<file path="src/rtl/router_fsm_nch.sv">
// Router control FSM: header decode, per-channel wait/load sequencing, drop/timeout handling.
// Decodes are combinational from state (0-cycle); holds in FIFO_FULL_STATE/WAIT_TILL_EMPTY while the destination stalls.
module router_fsm_nch #(
    parameter int NUM_CH   = 3,
    parameter int ADDR_W   = 2,
    parameter int WAIT_TMO = 64
) (
    input  logic              clock,
    input  logic              reset,
    input  logic              pkt_valid,
    input  logic [ADDR_W-1:0] data_in,
    input  logic [NUM_CH-1:0] fifo_empty,
    input  logic [NUM_CH-1:0] soft_reset,
    input  logic              fifo_full,
    input  logic              low_pkt_valid,
    input  logic              parity_done,
    output logic              busy,
    output logic              detect_add,
    output logic              lfd_state,
    output logic              ld_state,
    output logic              full_state,
    output logic              laf_state,
    output logic              write_enb_reg,
    output logic              rst_int_reg,
    output logic              drop_state,
    output logic              tmo_err,
    output logic [NUM_CH-1:0] ch_sel,
    output logic [7:0]        drop_cnt
);
    localparam int NSLOT = 1 << ADDR_W;
    localparam int CNT_W = (WAIT_TMO > 0) ? $clog2(WAIT_TMO + 1) : 1;
    localparam logic [CNT_W-1:0] TMO_LAST = (WAIT_TMO > 0) ? CNT_W'(WAIT_TMO - 1) : '0;
    localparam logic [ADDR_W:0]  NCH_LIM  = (ADDR_W + 1)'(NUM_CH);

    typedef enum logic [3:0] {
        DECODE_ADDRESS     = 4'd0,
        LOAD_FIRST_DATA    = 4'd1,
        WAIT_TILL_EMPTY    = 4'd2,
        LOAD_DATA          = 4'd3,
        FIFO_FULL_STATE    = 4'd4,
        LOAD_AFTER_FULL    = 4'd5,
        LOAD_PARITY        = 4'd6,
        CHECK_PARITY_ERROR = 4'd7,
        DROP_PACKET        = 4'd8
    } state_t;

    state_t             state, state_nx;
    logic [ADDR_W-1:0]  addr;
    logic [CNT_W-1:0]   wait_cnt;
    logic [NSLOT-1:0]   empty_pad, sreset_pad;
    logic               addr_ok, in_pkt;

    // Widen per-channel vectors to the full address space so any addr indexes safely
    assign empty_pad  = NSLOT'(fifo_empty);
    assign sreset_pad = NSLOT'(soft_reset);
    assign addr_ok    = ({1'b0, data_in} < NCH_LIM);
    assign in_pkt     = (state != DECODE_ADDRESS) && (state != DROP_PACKET);

    always_ff @(posedge clock or negedge reset) begin
        if (!reset) begin
            state    <= DECODE_ADDRESS;
            addr     <= '0;
            wait_cnt <= '0;
            drop_cnt <= '0;
        end else begin
            state <= state_nx;
            if (state == DECODE_ADDRESS && pkt_valid)
                addr <= data_in;
            wait_cnt <= (state == WAIT_TILL_EMPTY) ? wait_cnt + 1'b1 : '0;
            if (state_nx == DROP_PACKET && state != DROP_PACKET && drop_cnt != 8'hFF)
                drop_cnt <= drop_cnt + 8'd1;
        end
    end

    always_comb begin
        state_nx = state;
        tmo_err  = 1'b0;
        case (state)
            DECODE_ADDRESS: begin
                if (pkt_valid) begin
                    if (!addr_ok)
                        state_nx = DROP_PACKET;
                    else if (empty_pad[data_in])
                        state_nx = LOAD_FIRST_DATA;
                    else
                        state_nx = WAIT_TILL_EMPTY;
                end
            end
            LOAD_FIRST_DATA: state_nx = LOAD_DATA;
            WAIT_TILL_EMPTY: begin
                if (empty_pad[addr]) begin
                    state_nx = LOAD_FIRST_DATA;
                end else if (WAIT_TMO != 0 && wait_cnt == TMO_LAST) begin
                    state_nx = DROP_PACKET;
                    tmo_err  = 1'b1;
                end
            end
            LOAD_DATA: begin
                if (fifo_full)
                    state_nx = FIFO_FULL_STATE;
                else if (!pkt_valid)
                    state_nx = LOAD_PARITY;
            end
            FIFO_FULL_STATE: begin
                if (!fifo_full)
                    state_nx = LOAD_AFTER_FULL;
            end
            LOAD_AFTER_FULL: begin
                if (parity_done)
                    state_nx = DECODE_ADDRESS;
                else if (low_pkt_valid)
                    state_nx = LOAD_PARITY;
                else
                    state_nx = LOAD_DATA;
            end
            LOAD_PARITY:        state_nx = CHECK_PARITY_ERROR;
            CHECK_PARITY_ERROR: state_nx = fifo_full ? FIFO_FULL_STATE : DECODE_ADDRESS;
            DROP_PACKET: begin
                if (!pkt_valid)
                    state_nx = DECODE_ADDRESS;
            end
            default: state_nx = DECODE_ADDRESS;
        endcase
        // A read-side abort on our own channel overrides everything, including a pending timeout
        if (in_pkt && sreset_pad[addr]) begin
            state_nx = DECODE_ADDRESS;
            tmo_err  = 1'b0;
        end
    end

    always_comb begin
        detect_add    = (state == DECODE_ADDRESS);
        lfd_state     = (state == LOAD_FIRST_DATA);
        ld_state      = (state == LOAD_DATA);
        full_state    = (state == FIFO_FULL_STATE);
        laf_state     = (state == LOAD_AFTER_FULL);
        rst_int_reg   = (state == CHECK_PARITY_ERROR);
        drop_state    = (state == DROP_PACKET);
        write_enb_reg = (state == LOAD_DATA) || (state == LOAD_PARITY) || (state == LOAD_AFTER_FULL);
        busy          = (state == LOAD_FIRST_DATA) || (state == WAIT_TILL_EMPTY) ||
                        (state == FIFO_FULL_STATE) || (state == LOAD_AFTER_FULL) ||
                        (state == LOAD_PARITY)     || (state == CHECK_PARITY_ERROR);
        ch_sel        = '0;
        if (in_pkt && state <= DROP_PACKET)
            ch_sel = {{(NUM_CH-1){1'b0}}, 1'b1} << addr;
    end

endmodule

</file>
<file path="config.mk">
export PLATFORM = sky130hd
export DESIGN_NAME = router_fsm_nch
export DESIGN_NICKNAME = d
export VERILOG_FILES = /design/src/rtl/router_fsm_nch.sv
export SDC_FILE = /design/constraint.sdc
export NUM_CORES = 1
export LEC_CHECK = 0
export CAP_MARGIN = 0
export CORE_MARGIN = 3
export CORE_UTILIZATION = 31
export CTS_CLUSTER_SIZE = 12
export DETAILED_ROUTE_END_ITERATION = 10
export PLACE_DENSITY = 0.56
export SKIP_CTS_REPAIR_TIMING = 1
export SLEW_MARGIN = 15
export SYNTH_ARGS = -nofsm -noshare
export SYNTH_HDL_FRONTEND = slang
export SYNTH_SLANG_ARGS = --single-unit
</file>
<file path="constraint.sdc">
create_clock -name clock -period 5.2 [get_ports clock]
set_input_delay 1.56 -clock clock [delete_from_list [all_inputs] [get_ports clock]]
set_output_delay 1.56 -clock clock [all_outputs]
set_load 0.05 [all_outputs]
</file>
==> flow_summary_export.csv <==
group,metric,value,unit
pwr,p_total,0.969,mW
floorplanning,die_h,72.7,µm
logic_synthesis,syn_nets,164,
critical_path,rr_startpoint,"state[2]",
clocking,worstSkewPairLatency,0.25,ns
placement,pre_cts_ws,0.840,ns
global_routing,grt_max_degree,22,
clocking,cts.sinks,21,
pwr,ir_worst_vdd,0.000258,V
critical_path,worstPathArrival,2.81,ns
critical_path,critPathCapture,"tmo_err",
logic_synthesis,ys_seq_area_share,38.1,%
detailed_routing,vias,1212,
logic_synthesis,synth-compound-area-share,16.0,%
sta,period_needed,4.37,ns
sta,worst_slack,0.828,ns
pwr,pwr-share-comb,59.9,%
global_routing,antenna_found_initial,0,
final_layout,layout-drive-gt1-share,10.1,%
detailed_routing,wl,3310,µm
sta,worstMarginPinSlew,0.964,ns
critical_path,crit_required,3.64,ns
floorplanning,initial_core_util,33.3,%
pwr,swShare,51.6,%
floorplanning,design.die.area,5280,µm²
floorplanning,placementRows,23,
logic_synthesis,synth_top_area_cell,"dfrtp_1",
global_routing,grt_pass1_vias,1236,
logic_synthesis,synth_top_area_share,38.1,%
worst_hold_path,hold_path_class,"reg2reg",
critical_path,crit_path_end_kind,"output pin",
logic_synthesis,ys_ff_latch,21,
sta,setup_viol,0,
global_routing,grt.overflow.total,0,
sta,relSlewSlack,35.5,%
pwr,p_leak,0.757,nW
sta,drv_slew,0,
floorplanning,die_x,72.7,µm
pwr,p_sw,0.500,mW
logic_synthesis,yosys-mux-area-fraction,4.17,%
critical_path,worstSetupStartpointType,"primary input",
placement,placed_area,1730,µm²
critical_path,slowest_delay,0.43,ns
critical_path,critical_path.cell_chain,"clkdlybuf4s50_1, mux2i_1, o211a_1, o311a_1, buf_4",
floorplanning,coreArea,4140,µm²
logic_synthesis,synth-adder-area-share,1.81,%
sta,final_hold_viol_count,0,
final_layout,fin_area,1780,µm²
logic_synthesis,synth_area_leaders,"dfrtp_1 (38%), xor2_1 (5.1%), nor2_1 (3.8%)",
pwr,clkPwrFrac,10.7,%
logic_synthesis,ys_types,47,
logic_synthesis,yosysMostFrequentCell,"dfrtp_1",
logic_synthesis,synth_cells,148,
floorplanning,ios,35,
logic_synthesis,avgSynthCellArea,9.32,µm²
clocking,clk_transition_reported_paths,0.07,ns
final_layout,area_growth,28.8,%
sta,min_period_over_period,84.1,%
logic_synthesis,synth_edf_count,0,
logic_synthesis,synthFlopType,"dfrtp_1",
logic_synthesis,synth_top_family_by_area,"simple AND/OR/NAND/NOR gates",
logic_synthesis,synth_common_cells,"dfrtp_1 (21), nor2_1 (14), a21oi_1 (9), nand2_1 (9), xor2_1 (8)",
global_routing,grt_pass1_wl,5760,µm
detailed_routing,avgViaCountPerCell,5.32,
critical_path,path_class,"in2out",
detailed_routing,ant_nets,0,
final_layout,final_core_util,42.8,%
detailed_routing,first_iter_violations,60,
critical_path,reg2reg_depth,5,
clocking,cts_tree,"yes",
global_routing,gr-usage-all-layers,13.5,%
logic_synthesis,synthSimpleGateAreaFrac,28.0,%
logic_synthesis,synthXorXnorAreaFrac,6.99,%
critical_path,cp_max_fo,3,
critical_path,startpoint,"fifo_empty[2]",
clocking,clk_path_buf_depth,2,
sta,rsz0062_at_grt,"no",
critical_path,r2r_setup_slack,2.62,ns
pwr,power.internal,0.468,mW
placement,hpwlAfterDp,2450,µm
detailed_routing,drc,0,
detailed_routing,drt_pass1_iterations,4,
final_layout,insertedDiodeCount,0,
status,status,"finished, final reports clean",
job,max_cap_violations,0,
logic_synthesis,yosys_warnings,0,
final_layout,num-nets-final,195,
pwr,power_density,546,nW/µm²
sta,fmax,0.229,GHz
placement,port_buffers,34,
logic_synthesis,synthArstFlopShare,100,%
logic_synthesis,syn_area,1380,µm²
clocking,numCtsBuffers,3,
clocking,htreeDepth,1,
detailed_routing,wire_per_inst,14.5,µm
critical_path,cp_slowest_cell,"clkdlybuf4s50_1",
sta,clock-skew-final,0.00310,ns
placement,routabilityCongestion,0.822,
sta,finalSetupTns,0,ns
pwr,p_seq_share,29.4,%
clocking,cts_root_buffer,"clkbuf_8",
critical_path,r2r_end,"drop_cnt[6]",
## how the worst min path moves through the flow
stage | end | cells past startpoint | from | slack [ns]
3_3_place_gp | wait_cnt[0] | 1 | wait_cnt[0] | 0.44
5_1_grt | drop_cnt[5] | 1 | drop_cnt[5] | 0.51
2_1_floorplan | wait_cnt[0] | 1 | wait_cnt[0] | 0.42
3_5_place_dp | wait_cnt[0] | 1 | wait_cnt[0] | 0.47
4_1_cts | wait_cnt[0] | 1 | wait_cnt[0] | 0.47
6_report | wait_cnt[0] | 1 | wait_cnt[0] | 0.47
## power by group through the flow
stage / combinational, mW / clock (mW) / sequential (mW)
CTS: 0.586 / 0.108 / 0.284
floorplan: 0.432 / 0 / 0.273
detailed placement: 0.583 / 0 / 0.287
global placement: 0.576 / 0 / 0.280
finish: 0.580 / 0.104 / 0.285
global route: 0.631 / 0.114 / 0.298
## metal layers
layer	global-route usage [%]	share of wire (%)
met3	2.34	6.4
met4	5.12	0.82
met5	0	0
met1	18.8	45
met2	21.0	48
## layout by cell type (no fill, tap or decap), types with 3 or more instances in the layout
cell	Yosys	layout
nor4_1	7	7
nand3_1	4	4
o21ai_0	6	6
nand2_1	9	9
a211oi_1	3	3
xor2_1	8	8
a21oi_1	9	9
xnor2_1	3	3
and3_1	3	3
nor2_1	14	14
dfrtp_1	21	21
nor3_1	5	5
clkbuf_8	1	3
clkdlybuf4s50_1	0	33
a31oi_1	3	3
inv_1	5	5
nor2b_1	3	3
## flip-flops by register name (all words and copies together), names as in the netlist
name and flops:
addr 2, drop_cnt 8, state 4, wait_cnt 7
## worst max-delay path: cells and delay by family
family / cells / cell delay [ns]
compound gates: 2 / 0.42
buf+inv: 2 / 0.62
mux: 1 / 0.20
## layout make-up
class	instances	area, µm²
fillers	422	2370
multi-input cells	114	786
flip-flops and latches	21	526
repair buffers	34	338
well taps	50	62.6
clock buffers	4	45.0
inverters	5	18.8
## per-stage QoR
step	std cells	hold slack [ns]
floorplan	148	0.424
global placement	224	0.438
detailed placement	224	0.466
CTS	228	0.473
global route	228	0.509
finish	228	0.469
## kinds of logic after synthesis
group                    count (synthesis)
buffers and inverters                   13
AO/OA/AOI/OAI                           30
XOR/XNOR                                11
AND/OR/NAND/NOR                         66
multiplexers                             5
flip-flops                              21
adder cells (fa/ha/maj)                  2
(Power assumes the default switching activity.)
